===== src/rtl/spi_pkg.sv =====
// Shared SPI definitions: FSM state encodings, mode constants and the SS polarity helper.
// Used by both the slave and master drivers.
package spi_pkg;

  typedef enum logic [1:0] {
    ST_IDLE   = 2'd0,
    ST_ACTIVE = 2'd1,
    ST_RESET  = 2'd2
  } spi_state_e;

  // Mode 0: SCLK idles low, data sampled on the leading edge
  localparam logic SPI_CPOL = 1'b0;
  localparam logic SPI_CPHA = 1'b0;

  function automatic logic ss_active(input logic level, input logic active_low);
    return active_low ? ~level : level;
  endfunction

endpackage


===== src/rtl/sync_edge_detector.sv =====
// Multi-stage input synchroniser followed by one history flop for edge detection.
// Reset loads every stage with RESET_LEVEL so no spurious edge appears after reset.
module sync_edge_detector #(
  parameter int   SYNC_STAGES = 2,
  parameter logic RESET_LEVEL = 1'b0
) (
  input  logic sys_clk,
  input  logic rst_n,
  input  logic async_in,
  output logic level,
  output logic rise,
  output logic fall
);

  logic [SYNC_STAGES-1:0] sync_q;
  logic [SYNC_STAGES-1:0] sync_d;
  logic                   prev_q;
  logic                   prev_d;

  always_comb begin
    sync_d = {sync_q[SYNC_STAGES-2:0], async_in};
    prev_d = sync_q[SYNC_STAGES-1];
  end

  always_ff @(posedge sys_clk) begin
    if (!rst_n) begin
      sync_q <= {SYNC_STAGES{RESET_LEVEL}};
      prev_q <= RESET_LEVEL;
    end else begin
      sync_q <= sync_d;
      prev_q <= prev_d;
    end
  end

  assign level = sync_q[SYNC_STAGES-1];
  assign rise  = level & ~prev_q;
  assign fall  = ~level & prev_q;

endmodule


===== src/rtl/spi_slave_driver.sv =====
// SPI mode-0 slave physical layer: oversampled SS/SCLK/MOSI, word deserialiser for MOSI
// and word serialiser for MISO, with back-to-back words inside one SS assertion.
module spi_slave_driver
  import spi_pkg::*;
#(
  parameter bit SS_ACTIVE_LOW = 1'b1,
  parameter bit LSB_FIRST     = 1'b0,
  parameter int NUM_DATA_BITS = 8,
  parameter int SYNC_STAGES   = 2
) (
  input  logic                     sys_clk,
  input  logic                     rst_n,
  input  logic [NUM_DATA_BITS-1:0] miso_data,
  output logic                     miso_load,
  output logic [NUM_DATA_BITS-1:0] mosi_data,
  output logic                     mosi_new_data,
  output logic                     frame_active,
  output logic                     frame_error,
  input  logic                     ss_in,
  input  logic                     sclk_in,
  input  logic                     mosi_in,
  output logic                     miso_out,
  output logic                     miso_oe
);

  localparam int                CNT_W          = $clog2(NUM_DATA_BITS + 1);
  localparam logic [CNT_W-1:0]  CNT_LAST       = CNT_W'(NUM_DATA_BITS - 1);
  localparam logic              SS_IDLE_LEVEL  = SS_ACTIVE_LOW ? 1'b1 : 1'b0;
  localparam bit                SAMPLE_ON_RISE = (SPI_CPOL == SPI_CPHA);

  logic ss_lvl, ss_rise, ss_fall;
  logic sclk_lvl_unused, sclk_rise, sclk_fall;
  logic mosi_lvl, mosi_rise_unused, mosi_fall_unused;

  sync_edge_detector #(.SYNC_STAGES(SYNC_STAGES), .RESET_LEVEL(SS_IDLE_LEVEL)) u_ss_sync (
    .sys_clk(sys_clk), .rst_n(rst_n), .async_in(ss_in),
    .level(ss_lvl), .rise(ss_rise), .fall(ss_fall)
  );

  sync_edge_detector #(.SYNC_STAGES(SYNC_STAGES), .RESET_LEVEL(SPI_CPOL)) u_sclk_sync (
    .sys_clk(sys_clk), .rst_n(rst_n), .async_in(sclk_in),
    .level(sclk_lvl_unused), .rise(sclk_rise), .fall(sclk_fall)
  );

  sync_edge_detector #(.SYNC_STAGES(SYNC_STAGES), .RESET_LEVEL(1'b0)) u_mosi_sync (
    .sys_clk(sys_clk), .rst_n(rst_n), .async_in(mosi_in),
    .level(mosi_lvl), .rise(mosi_rise_unused), .fall(mosi_fall_unused)
  );

  logic ss_assert_edge, ss_deassert_edge, sample_edge, shift_edge;

  assign ss_assert_edge   = SS_ACTIVE_LOW ? ss_fall : ss_rise;
  assign ss_deassert_edge = SS_ACTIVE_LOW ? ss_rise : ss_fall;
  assign sample_edge      = SAMPLE_ON_RISE ? sclk_rise : sclk_fall;
  assign shift_edge       = SAMPLE_ON_RISE ? sclk_fall : sclk_rise;

  function automatic logic first_bit(input logic [NUM_DATA_BITS-1:0] w);
    return LSB_FIRST ? w[0] : w[NUM_DATA_BITS-1];
  endfunction

  spi_state_e               state_q, state_d;
  logic [CNT_W-1:0]         cnt_q, cnt_d;
  logic [NUM_DATA_BITS-1:0] rx_q, rx_d;
  logic [NUM_DATA_BITS-1:0] tx_q, tx_d;
  logic [NUM_DATA_BITS-1:0] mosi_data_q, mosi_data_d;
  logic                     first_q, first_d;
  logic                     miso_load_q, miso_load_d;
  logic                     mosi_new_q, mosi_new_d;
  logic                     frame_err_q, frame_err_d;
  logic                     miso_oe_q, miso_oe_d;
  logic                     miso_out_q, miso_out_d;

  logic [NUM_DATA_BITS-1:0] rx_shifted, tx_shifted;

  always_comb begin
    rx_shifted = LSB_FIRST ? {mosi_lvl, rx_q[NUM_DATA_BITS-1:1]}
                           : {rx_q[NUM_DATA_BITS-2:0], mosi_lvl};
    tx_shifted = LSB_FIRST ? (tx_q >> 1) : (tx_q << 1);
  end

  always_comb begin
    state_d     = state_q;
    cnt_d       = cnt_q;
    rx_d        = rx_q;
    tx_d        = tx_q;
    mosi_data_d = mosi_data_q;
    first_d     = first_q;
    miso_load_d = 1'b0;
    mosi_new_d  = 1'b0;
    frame_err_d = 1'b0;
    miso_oe_d   = miso_oe_q;
    miso_out_d  = miso_out_q;

    case (state_q)
      ST_ACTIVE: begin
        // SS deassert takes priority over any coincident SCLK edge
        if (ss_deassert_edge) begin
          state_d     = ST_IDLE;
          miso_oe_d   = 1'b0;
          miso_out_d  = 1'b0;
          frame_err_d = (cnt_q != '0);
          cnt_d       = '0;
          first_d     = 1'b0;
        end else if (sample_edge) begin
          rx_d    = rx_shifted;
          first_d = 1'b0;
          if (cnt_q == CNT_LAST) begin
            mosi_data_d = rx_shifted;
            mosi_new_d  = 1'b1;
            cnt_d       = '0;
          end else begin
            cnt_d = cnt_q + 1'b1;
          end
        end else if (shift_edge) begin
          if (cnt_q != '0) begin
            tx_d       = tx_shifted;
            miso_out_d = first_bit(tx_shifted);
          end else if (!first_q) begin
            // Word boundary: fetch the next word from upstream
            tx_d        = miso_data;
            miso_load_d = 1'b1;
            miso_out_d  = first_bit(miso_data);
          end
        end
      end
      default: begin
        state_d    = ST_IDLE;
        miso_oe_d  = 1'b0;
        miso_out_d = 1'b0;
        if (ss_assert_edge) begin
          state_d     = ST_ACTIVE;
          tx_d        = miso_data;
          miso_load_d = 1'b1;
          miso_oe_d   = 1'b1;
          miso_out_d  = first_bit(miso_data);
          cnt_d       = '0;
          first_d     = 1'b1;
        end
      end
    endcase
  end

  always_ff @(posedge sys_clk) begin
    if (!rst_n) begin
      state_q     <= ST_IDLE;
      cnt_q       <= '0;
      rx_q        <= '0;
      tx_q        <= '0;
      mosi_data_q <= '0;
      first_q     <= 1'b0;
      miso_load_q <= 1'b0;
      mosi_new_q  <= 1'b0;
      frame_err_q <= 1'b0;
      miso_oe_q   <= 1'b0;
      miso_out_q  <= 1'b0;
    end else begin
      state_q     <= state_d;
      cnt_q       <= cnt_d;
      rx_q        <= rx_d;
      tx_q        <= tx_d;
      mosi_data_q <= mosi_data_d;
      first_q     <= first_d;
      miso_load_q <= miso_load_d;
      mosi_new_q  <= mosi_new_d;
      frame_err_q <= frame_err_d;
      miso_oe_q   <= miso_oe_d;
      miso_out_q  <= miso_out_d;
    end
  end

  assign miso_load     = miso_load_q;
  assign mosi_data     = mosi_data_q;
  assign mosi_new_data = mosi_new_q;
  assign frame_error   = frame_err_q;
  assign miso_oe       = miso_oe_q;
  assign miso_out      = miso_out_q;
  assign frame_active  = ss_active(ss_lvl, SS_ACTIVE_LOW);

endmodule

===== config.mk =====
export PLATFORM = sky130hd
export DESIGN_NAME = spi_slave_driver
export DESIGN_NICKNAME = d
export VERILOG_FILES = /design/src/rtl/spi_pkg.sv /design/src/rtl/sync_edge_detector.sv /design/src/rtl/spi_slave_driver.sv
export SDC_FILE = /design/constraint.sdc
export NUM_CORES = 1
export LEC_CHECK = 0
export ABC_CLOCK_PERIOD_IN_PS = 1400
export CAP_MARGIN = 20
export CORE_ASPECT_RATIO = 0.5
export CORE_MARGIN = 2
export CORE_UTILIZATION = 25
export DETAILED_ROUTE_END_ITERATION = 12
export PLACE_DENSITY = 0.43
export SLEW_MARGIN = 10
export SYNTH_ARGS = -nofsm -noshare
export SYNTH_HDL_FRONTEND = slang
export SYNTH_SLANG_ARGS = --single-unit

===== constraint.sdc =====
create_clock -name sys_clk -period 1.4 [get_ports sys_clk]
set_input_delay 0.14 -clock sys_clk [delete_from_list [all_inputs] [get_ports sys_clk]]
set_output_delay 0.14 -clock sys_clk [all_outputs]
set_load 0.1 [all_outputs]

Word level (Yosys, flattened, before mapping)
Index checks and enable logic that the tools add are counted.
- bits in registers: 42
- bits of input ports: 13
- output and inout bits: 14
- word-level logic and storage cells: 85
- $add $sub $neg: 1
- equality and inequality tests: 11
- mux-type cells: 36
- bitwise operators: 12
- reduce and logical (&&, ||, !) cells: 9
- operators by type and width (kind ; count):
    $mux 7 ; 7
    $mux 1 ; 22
    $mux 4 ; 5
    $ne 3x3->1 const B ; 4
    $reduce_and 3->1 ; 3
    $ne 2x2->1 const B ; 4
    $not 1->1 ; 8
    $reduce_and 5->1 ; 1
    $add 4x1->4 const B ; 1
    $and 1x1->1 ; 4
    $eq 4x3->1 const B ; 1
    $mux 2 ; 2
    $ne 4x4->1 const B ; 1
    $reduce_and 4->1 ; 1
    $reduce_bool 4->1 ; 1
    $reduce_or 4->1 ; 1
    $eq 2x1->1 const B ; 1
    $reduce_and 2->1 ; 1
    $reduce_bool 2->1 ; 1

Depth between registers and ports, before layout
- word-level depth: 6
- depth in mapped cells: 6
- mapped depth without buffers: 6

Hierarchy
Synthesis repeated with hierarchy kept, for this count alone.
- cell total of the unflattened synthesis: 195
- area total of the unflattened synthesis: 1781.7 um^2
- by module, submodules not included (module ; times used ; cells an instance ; area each (um^2) ; seq. area each (um^2)):
    spi_slave_driver ; 1 ; 171 ; 1507.7 ; 640.6
    sync_edge_detector ; 3 ; 8 ; 91.3 ; 60.1

Worst setup path after synthesis
Ideal clock, no wire load.
- path type: reg-to-reg
- start: reg miso_oe (netlist name)
- end: reg tx_q[0]
- library setup time: 0.072 ns
- arrival time: 2.063 ns
- data required time: 1.328 ns
- path slack: -0.735 ns
- cell stages (with the launch flop): 6
- path buffers: 1
- clock period less this slack: 2.135 ns
- path through: dfxtp_1 > buf_4 > inv_1 > nor3_2 > a21o_2 > mux2i_1
- RTL lines (element ; line ; source):
    end signal, assigned ; spi_slave_driver.sv:160 ; tx_q <= tx_d;
    end, declared ; spi_slave_driver.sv:64 ; logic [NUM_DATA_BITS-1:0] tx_q, tx_d;

Final worst setup path
- start: reg cnt_q[0]
- end: reg miso_load_q (netlist: miso_load)
- cells in the longest elaborated chain, start to end: 6
- ends and longest elaborated chain (element ; line ; source):
    start, declared ; spi_slave_driver.sv:62 ; logic [CNT_W-1:0] cnt_q, cnt_d;
    start signal, assigned ; spi_slave_driver.sv:158 ; cnt_q <= cnt_d;
    $reduce_bool 4->1 ; spi_slave_driver.sv:115 ; if (cnt_q != '0) begin
    $mux 1 ; spi_slave_driver.sv:115 ;
    $mux 1 ; spi_slave_driver.sv:114 ; end else if (shift_edge) begin
    $mux 1 ; spi_slave_driver.sv:104 ; end else if (sample_edge) begin
    $mux 1 ; spi_slave_driver.sv:97 ; if (ss_deassert_edge) begin
    $mux 1 ; spi_slave_driver.sv:94 ; case (state_q)
    end signal, assigned ; spi_slave_driver.sv:163 ; miso_load_q <= miso_load_d;
    end, declared ; spi_slave_driver.sv:67 ; logic miso_load_q, miso_load_d;
No other way between the ends.
A chain may end at the register's enable or synchronous reset.

==> results.tsv <==
stage	metric	value	unit
floorplanning	dieWidth	118	um
critical_path	cp_slowest_cell	or3b_4	
floorplanning	start_util	26.3	%
floorplanning	die_h	61.0	um
global_routing	antenna_found_initial	0	
critical_path	reg2reg_depth	5	
sta	worstMarginPinSlew	0.289	ns
hold_path	hold_path.class	reg -> reg	
synth	avgSynthCellArea	9.89	um^2
route	drc_errors	0	
finish	area_delta_synth_final	61.3	%
placed_design	io_buffer_count	26	
synth	ys_top_cells_by_area	dfxtp_1, mux2i_1, a211oi_1	
sta	clock_skew	0.00481	ns
run	cap_violations	0	
critical_path	r2r_start	cnt_q[0]	
floorplanning	core-area	6160	um^2
synth	synth_fp_nets	179	
synth	synth.top_cell.area_share	49.4	%
hold_path	worstHoldEndpoint	u_ss_sync.sync_q[1]	
sta	finalMaxSlewViolations	0	
critical_path	crit_path_max_fanout	3	
synth	synth-seq-cells	40	
synth	synth_flop_cell	dfxtp_1	
route	num_vias	1323	
clock_network	cts_tree	done	
critical_path	regToRegSetupSlack	-0.14	ns
synth	async_flop_share	0	%
route	wl_per_cell	11.5	um
synth	yosysWarnings	0	
sta	max_freq	650	MHz
clock_network	clk_latency	0.27	ns
critical_path	crit_type	reg -> reg	
synth	yosysTopAreaCell	dfxtp_1	
sta	grt_setup_unrepaired	yes	
clock_network	path_clk_slew	0.06	ns
route	ant_nets	0	
critical_path	worstSetupEndpointType	register	
power_and_ir_drop	powerDensity	983	nW/um^2
critical_path	cp_slowest_stage_delay	0.42	ns
route	drtIter0Drc	56	
critical_path	crit_chain	inv_2 -> ha_4 -> or3b_4 -> or4_1 -> a21oi_1	
run_status	violations	negative setup slack	
route	drt-vias-per-instance	4.28	
sta	fin_crit_sh	110	%
clock_network	cts_buffer_depth	2	
synth	syn_area	1620	um^2
clock_network	ctsHtreeMaxLevel	2	
critical_path	worstReg2RegEnd	miso_load	
clock_network	numCtsBuffers	5	
synth	syn_inst	164	
global_routing	grt_pass1_vias	1255	
route	postRouteWirelength	3.56	mm
finish	post-route-util	42.5	%
synth	synth_most_common_cell	dfxtp_1	
clock_network	numClockSinks	40	
finish	diodes	0	
clock_network	root_buffer	clkbuf_16	
floorplanning	dieArea	7190	um^2
global_routing	grt_overflow	0	
global_routing	grt_start_max_net_pins	17	
synth	ys_top_cells_by_count	dfxtp_1, mux2i_1, nor2_1	
sta	min_period	1.54	ns
power_and_ir_drop	ir_worst_vdd	0.000503	V
critical_path	cp-startpoint	cnt_q[0]	
global_routing	grt_pass1_wl	6.05	mm
finish	final_nets	235	
placed_design	place.gp.congestion	0.716	
finish	fillerInstances	604	
synth	synth_cell_types	35	
critical_path	required	1.61	ns
sta	finalHoldViolCount	0	
placed_design	pre_cts_ws	-0.140	ns
power_and_ir_drop	p_leak	1.12	nW
placed_design	hpwl	2.56	mm
sta	maxSlewHeadroom	80.5	%
global_routing	gr-usage-all-layers	10.9	%
floorplanning	ios	27	
route	dr.pass1.iters	4	
finish	layout-drive-gt1-share	36.7	%
hold_path	hp-start	u_ss_sync.sync_q[0]	
sta	fin_ws	-0.138	ns
floorplanning	rows	20	
hold_path	holdPathStages	1	
sta	setup_violations	17	
critical_path	cp.arrival	1.75	ns
critical_path	start_kind	register	
synth	synth-edff-count	0	
run_status	status	complete, but fails checks	
synth	ys_seq_area_share	49.4	%
flip-flops by register name, indices dropped and copies added, names as in the netlist, 2 cells and up:
name                count
cnt_q                   4
mosi_data               8
rx_q                    7
tx_q                    7
u_mosi_sync.sync_q      2
u_sclk_sync.sync_q      2
u_ss_sync.sync_q        2
routing by layer:
metal	vias up	wire (um)	global-route usage (%)
met5	-	0	0
met4	0	34	4.13
met3	2	138	3.38
met2	20	1560	17.5
met1	607	1830	14.0
li1	694	-	-
where the power goes:
| part | switching, mW | leakage (nW) | internal (mW) | total (mW) |
|---|---|---|---|---|
| registers | 0.0247 | 0.327 | 1.17 | 1.19 |
| logic | 0.125 | 0.717 | 0.122 | 0.247 |
| clock network | 0.433 | 0.0766 | 0.702 | 1.13 |
| total | 0.583 | 1.12 | 1.99 | 2.57 |
through the flow:
stage	cells	hold WS [ns]	area (um^2)	power (mW)	setup TNS, ns
after floorplan	164	0.213	1650	1.33	-0.247
after global routing	309	0.422	2620	2.68	-2.91
after CTS	308	0.407	2560	2.59	-0.967
final	309	0.405	2620	2.57	-1.08
after detailed placement	297	0.394	2330	1.44	-1.19
after global placement	297	0.400	2330	1.44	-0.706
worst max path at each step:
stage                     end  cells past startpoint  slack [ns]
floorplan           miso_load                      5       -0.06
finish              miso_load                      5       -0.14
detailed placement  miso_load                      5       -0.14
CTS                 miso_load                      5       -0.15
global placement      tx_q[0]                      6       -0.11
global route        miso_load                      5       -0.20
cell type report:
class	instances	area (um^2)	area share, %
multi-input combinational	111	882	33.7
sequential	40	807	30.8
timing repair buffer	56	642	24.5
clock buffer	6	139	5.31
tap	88	110	4.21
inverter	6	26.3	1.00
clock inverter	2	10.0	0.383
kinds of logic (layout without fill, tap and decap cells):
kind of cell	after synthesis	after routing	synth area share, %
adder cells (fa/ha/maj)	2	2	1.54
AND/OR/NAND/NOR	58	58	19.7
multiplexers	22	22	13.6
buffers and inverters	13	70	3.55
flip-flops	40	40	49.4
AO/OA/AOI/OAI	29	29	12.3
repair_timing:
item                                    4_1_cts  5_1_grt
gates resized for setup                      10       10
pin swaps                                     7        5
hold buffers                                  0        0
endpoints found under the setup margin       21       26
buffers inserted                              3        1
critical path: cells and delay by family (launching register included):
| family | cells | cell delay (ns) |
|---|---|---|
| compound gates | 1 | 0.12 |
| flops | 1 | 0.32 |
| simple gates | 2 | 0.82 |
| fa+ha+maj | 1 | 0.13 |
| buf+inv | 1 | 0.07 |
cell usage in the layout, fill, tap and decap left out, types with 3 or more instances in the layout:
cell type and instances:
buf_4 28, nand2b_1 5, buf_12 15, nand2_1 7, mux2i_1 22, clkbuf_16 5
dfxtp_1 37, nand3_1 5, a21oi_1 7, and2_1 5, inv_2 3, nor2_1 18
a211oi_2 6, clkdlybuf4s50_1 12, a211oi_1 6
No activity file was read; power rests on OpenSTA's default activity.
==> patch 1, RTL diff (same flow settings) <==
Put a register stage on the output `frame_active`. The value now appears one clock later. The other outputs are not delayed to match.
--- a/src/rtl/spi_slave_driver.sv
+++ b/src/rtl/spi_slave_driver.sv
@@ -175,5 +175,11 @@
   assign miso_oe       = miso_oe_q;
   assign miso_out      = miso_out_q;
-  assign frame_active  = ss_active(ss_lvl, SS_ACTIVE_LOW);
+  always_ff @(posedge sys_clk) begin
+    if (!rst_n) begin
+      frame_active <= '0;
+    end else begin
+      frame_active <= ss_active(ss_lvl, SS_ACTIVE_LOW);
+    end
+  end
 
 endmodule
Formal check against the unedited RTL: not equivalent (a bounded check fails within 4 cycles, from zero or initial values and one cycle with rst_n low).
==> patch 1 against the original RTL <==
- the flow still finishes with violations (setup timing)
- cell count increased by 0.65%
- area after synthesis increased by 4.6%
- global-route usage increased by 0.090 points
- sequential cell count increased by 1
- combinational power decreased by 8%
- wire length increased by 3.7%
- critical path depth increased by 1
- maximum frequency increased by 6.2%
- power decreased by 0.73%
- clock skew about the same
- worst setup slack improved by 0.090 ns
- cell area decreased by 0.96%
- largest power group unchanged
- highest routed layer unchanged
==> patch 1: results (changes against the original RTL) <==
| Metric | Value |
|---|---|
| WL/cell | 11.9 um (+3.0%) |
| Final-layout worst hold slack | 0.407 ns (+0.00171 ns) |
| Post-layout worst setup margin | -0.0483 ns (+0.0896 ns) |
| Final-stage net count | 233 (-0.85%) |
| Antenna diodes | 0 (unchanged) |
| Static leakage | 1.10 nW (-1.7%) |
| Per-cell via count in the routed design | 4.38 (+2.4%) |
| Clock tree skew after final layout | 0.00488 ns (+0.0000683 ns) |
| Main area contributors after synthesis | sky130_fd_sc_hd__dfxtp_1 48%, sky130_fd_sc_hd__mux2i_1 13%, sky130_fd_sc_hd__nor2_1 3.8%, sky130_fd_sc_hd__a21boi_0 3.1%, sky130_fd_sc_hd__nand2_1 2.4% |
| Post-detailed-placement cell area | 2360 um2 (+1.4%) |
| Port Buffers | 26 (unchanged) |
| Fill cell count | 665 (+10%) |
| Commonest cells in the netlist | 41 x sky130_fd_sc_hd__dfxtp_1, 22 x sky130_fd_sc_hd__mux2i_1, 17 x sky130_fd_sc_hd__nor2_1 |
| Failing checks | setup timing |
| Proportion of synthesized flip-flops having asynchronous set or reset | 0 (unchanged) |
| HPWL after DPL | 2550 um (-0.63%) |
| Sequential fraction of the synthesis area | 0.484 (-0.0101) |
| Share of final-layout standard cells stronger than drive strength 1 | 0.306 (-0.0606) |
| First-pass GRT wire length | 6450 um (+6.6%) |
| Slew headroom | 0.801 (-0.00394) |
| Post CTS Setup Buffer Count | 0 (-3) |
| Initial detailed-routing violation count | 43 (-23%) |
| Largest voltage drop on the vdd net | 0.466 mV (-7.4%) |
| Number of setup violations in the final report | 17 (unchanged) |
| Number of global-route vias before repair | 1320 (+5.2%) |
| Status | finished, violations left |
| Yosys warning total | 0 (unchanged) |
| All-layer global routing usage | 0.110 (+0.000901) |
| Gp weighted congestion | 0.740 (+3.3%) |
| Critical path peak fanout | 7 (+4) |
| Post-synth net total | 190 (+6.1%) |
| Critical Path AT | 1.62 ns (-0.13 ns) |
## patch 1: changes by cell type after synthesis, sizes merged, moves of 3 or more
cell and change:
a21oi -3, o21a +3, a211oi -11, clkbuf +3, and3 +6, o21ai +5
a21boi +7
## patch 1: metal layers
metal / part of all wire / global-route usage / wire [um]
met1: 0.52 / 0.150 / 1930
met2: 0.41 / 0.155 / 1530
met3: 0.044 / 0.0377 / 164
met4: 0.019 / 0.0480 / 71
met5: 0 / 0 / 0
## patch 1: repair_timing
item,CTS,global route
resized for setup,14,10
endpoints found under the setup margin,17,18
gates cloned,1,0
pin swaps,2,8
hold endpoints to repair,0,0
## patch 1: per-stage QoR
step	setup TNS [ns]	cells	setup slack, ns
5_1_grt	-1.72	311	-0.110
3_3_place_gp	-1.56	302	-0.105
2_1_floorplan	-0.266	175	-0.0675
3_5_place_dp	-1.46	302	-0.139
6_report	-0.483	311	-0.0483
4_1_cts	-0.688	311	-0.0809
## patch 1: final cells by class
cell class	count	area [um2]	area share
Multi-Input combinational cell	120	908	0.351
Sequential cell	41	831	0.321
Timing Repair Buffer	45	572	0.221
Clock buffer	6	129	0.0497
Tap cell	92	115	0.0444
Inverter	5	21.3	0.00821
Clock inverter	2	15.0	0.00579
## patch 1: final timing paths
kind                    endpoint  cells after the start
max                      tx_q[3]                      6
min          u_ss_sync.sync_q[1]                      1
max reg2reg              tx_q[3]                      6
min reg2reg  u_ss_sync.sync_q[1]                      1
## patch 1: power by group
part	internal [mW]	switching, mW
Clock	0.660	0.460
Sequential	1.19	0.0156
Combinational	0.112	0.116
## patch 1: cells by family after synthesis
| kind of cell | count (synthesis) | share of synthesized area |
|---|---|---|
| and+or+nand+nor | 66 | 0.213 |
| buffers and inverters | 15 | 0.0391 |
| adders and majority gates | 2 | 0.0147 |
| DFF | 41 | 0.484 |
| muxes | 22 | 0.130 |
| AOI/OAI and AO/OA | 29 | 0.119 |
## patch 1: critical path: cells and delay by family, from the launching register on
kind	cells	cell delay [ns]
compound gates	1	0.12
fa+ha+maj	1	0.13
buf+inv	1	0.06
flops	1	0.36
mux	1	0.07
simple gates	2	0.60
==> patch 2, RTL diff (same settings) <==
Made on the original files. `NUM_DATA_BITS`: 8 -> 16.
--- a/src/rtl/spi_slave_driver.sv
+++ b/src/rtl/spi_slave_driver.sv
@@ -6,5 +6,5 @@
   parameter bit SS_ACTIVE_LOW = 1'b1,
   parameter bit LSB_FIRST     = 1'b0,
-  parameter int NUM_DATA_BITS = 8,
+  parameter int NUM_DATA_BITS = 16,
   parameter int SYNC_STAGES   = 2
 ) (
Interface: changed (resized miso_data and mosi_data); port bits go from 27 to 43. The function was not compared with the original's and may differ.
==> patch 2 against the original RTL <==
- the run still ends with setup timing left
- cell area rose by 56%
- area after synthesis rose by 62%
- power is 74% higher
- synthesized cell count rose by 82%
- count of clock-buffer cells in the layout rose by 5
- sequential cell count grew 25
- core utilization is 2.6 points lower
- critical path depth increased by 1
- clock power grew 98%
- worst setup slack got worse by 0.13 ns
- sequential power increased by 61%
- wire length increased by 86%
- critical path type unchanged
- critical endpoint is now miso_out
- largest power group is now the clock network
- highest routed layer unchanged
==> patch 2: results (changes against the original RTL) <==
| Metric | Value |
|---|---|
| Type of the tightest min-delay check | primary input to flop |
| Share of final-layout standard cells stronger than drive strength 1 | 0.282 (-0.0847) |
| Post-layout worst setup margin | -0.267 ns (-0.129 ns) |
| Power density over the cells | 1100 nW/um2 (+12%) |
| Cells on worst reg2reg path | 6 (+1) |
| Gp weighted congestion | 0.776 (+8.3%) |
| Failing checks | setup timing |
| First-pass GRT wire length | 10900 um (+80%) |
| Number of setup violations in the final report | 35 (+18) |
| Post-synth net total | 321 (+79%) |
| Status | finished, violations left |
| Initial detailed-routing violation count | 154 (+180%) |
| WL/cell | 13.0 um (+13%) |
| Post-synth cell types | 40 (+14%) |
| Fill cell count | 1030 (+71%) |
| Power of the combinational group | 0.316 mW (+28%) |
| Worst hold path startpoint | ss_in |
| Placed cell count | 490 (+65%) |
| Clock tree skew after final layout | 0.00795 ns (+0.00314 ns) |
| Main area contributors after synthesis | sky130_fd_sc_hd__dfxtp_1 49%, sky130_fd_sc_hd__a21oi_1 9.7%, sky130_fd_sc_hd__nand2_1 7.6%, sky130_fd_sc_hd__mux2i_1 5.7%, sky130_fd_sc_hd__nand3_1 4.4% |
| H-tree levels | 3 (+1) |
| Number of buffers inserted during clock tree synthesis | 9 (+4) |
| Delay of the slowest critical-path stage | 0.50 ns (+0.08 ns) |
| Commonest cells in the netlist | 65 x sky130_fd_sc_hd__dfxtp_1, 53 x sky130_fd_sc_hd__nand2_1, 51 x sky130_fd_sc_hd__a21oi_1 |
| Largest voltage drop on the vdd net | 0.499 mV (-0.90%) |
| Maximum number of pins on one net before global-route repair | 33 (+16) |
| Cell with the biggest individual delay on the critical path | sky130_fd_sc_hd__or4b_4 |
| Worst flop-to-flop path endpoint | miso_out |
| All-layer global routing usage | 0.121 (+0.0125) |
patch 2: metal layers:
metal	vias to the layer above	share of wire
met1	1102	0.48
met4	0	0.011
met3	6	0.052
li1	1176	-
met2	57	0.45
met5	-	0
patch 2: timing repair:
| item | in CTS | in global routing |
|---|---|---|
| buffers inserted | 2 | 0 |
| setup endpoints to repair | 38 | 45 |
| hold buffers | 0 | 0 |
| resized for setup | 14 | 12 |
| cloned | 0 | 1 |
| pin swaps | 7 | 3 |
patch 2: area by class of cell:
class,count,area (um2),area share
multi-input cells,204,1300,0.319
clock inverters,5,55.1,0.0135
flip-flops and latches,65,1310,0.322
repair buffers,78,968,0.237
clock buffers,11,243,0.0595
inverters,6,22.5,0.00552
well taps,140,175,0.0429
patch 2: cell families (layout without fill, tap and decap cells):
| group | Yosys count | count (layout) | share of synthesized area |
|---|---|---|---|
| compound gates | 77 | 77 | 0.180 |
| fa+ha+maj | 2 | 2 | 0.00950 |
| buf+inv | 29 | 100 | 0.0513 |
| flops | 65 | 65 | 0.494 |
| mux | 15 | 15 | 0.0570 |
| simple gates | 110 | 110 | 0.208 |
patch 2: how the worst max path moves through the flow:
stage	start	to	slack [ns]	depth (start not counted)
after CTS	cnt_q[0]	miso_out	-0.27	6
after global placement	cnt_q[1]	tx_q[4]	-0.30	6
after floorplan	cnt_q[0]	tx_q[10]	-0.25	7
after detailed placement	cnt_q[0]	tx_q[4]	-0.35	6
final	cnt_q[0]	miso_out	-0.27	6
after global routing	cnt_q[0]	miso_out	-0.32	6
patch 2: through the flow:
| step | utilization | setup slack, ns |
|---|---|---|
| after CTS | 0.392 | -0.269 |
| after detailed placement | 0.357 | -0.352 |
| after global routing | 0.399 | -0.323 |
| final | 0.399 | -0.267 |
| after floorplan | - | -0.249 |
| after global placement | 0.357 | -0.302 |
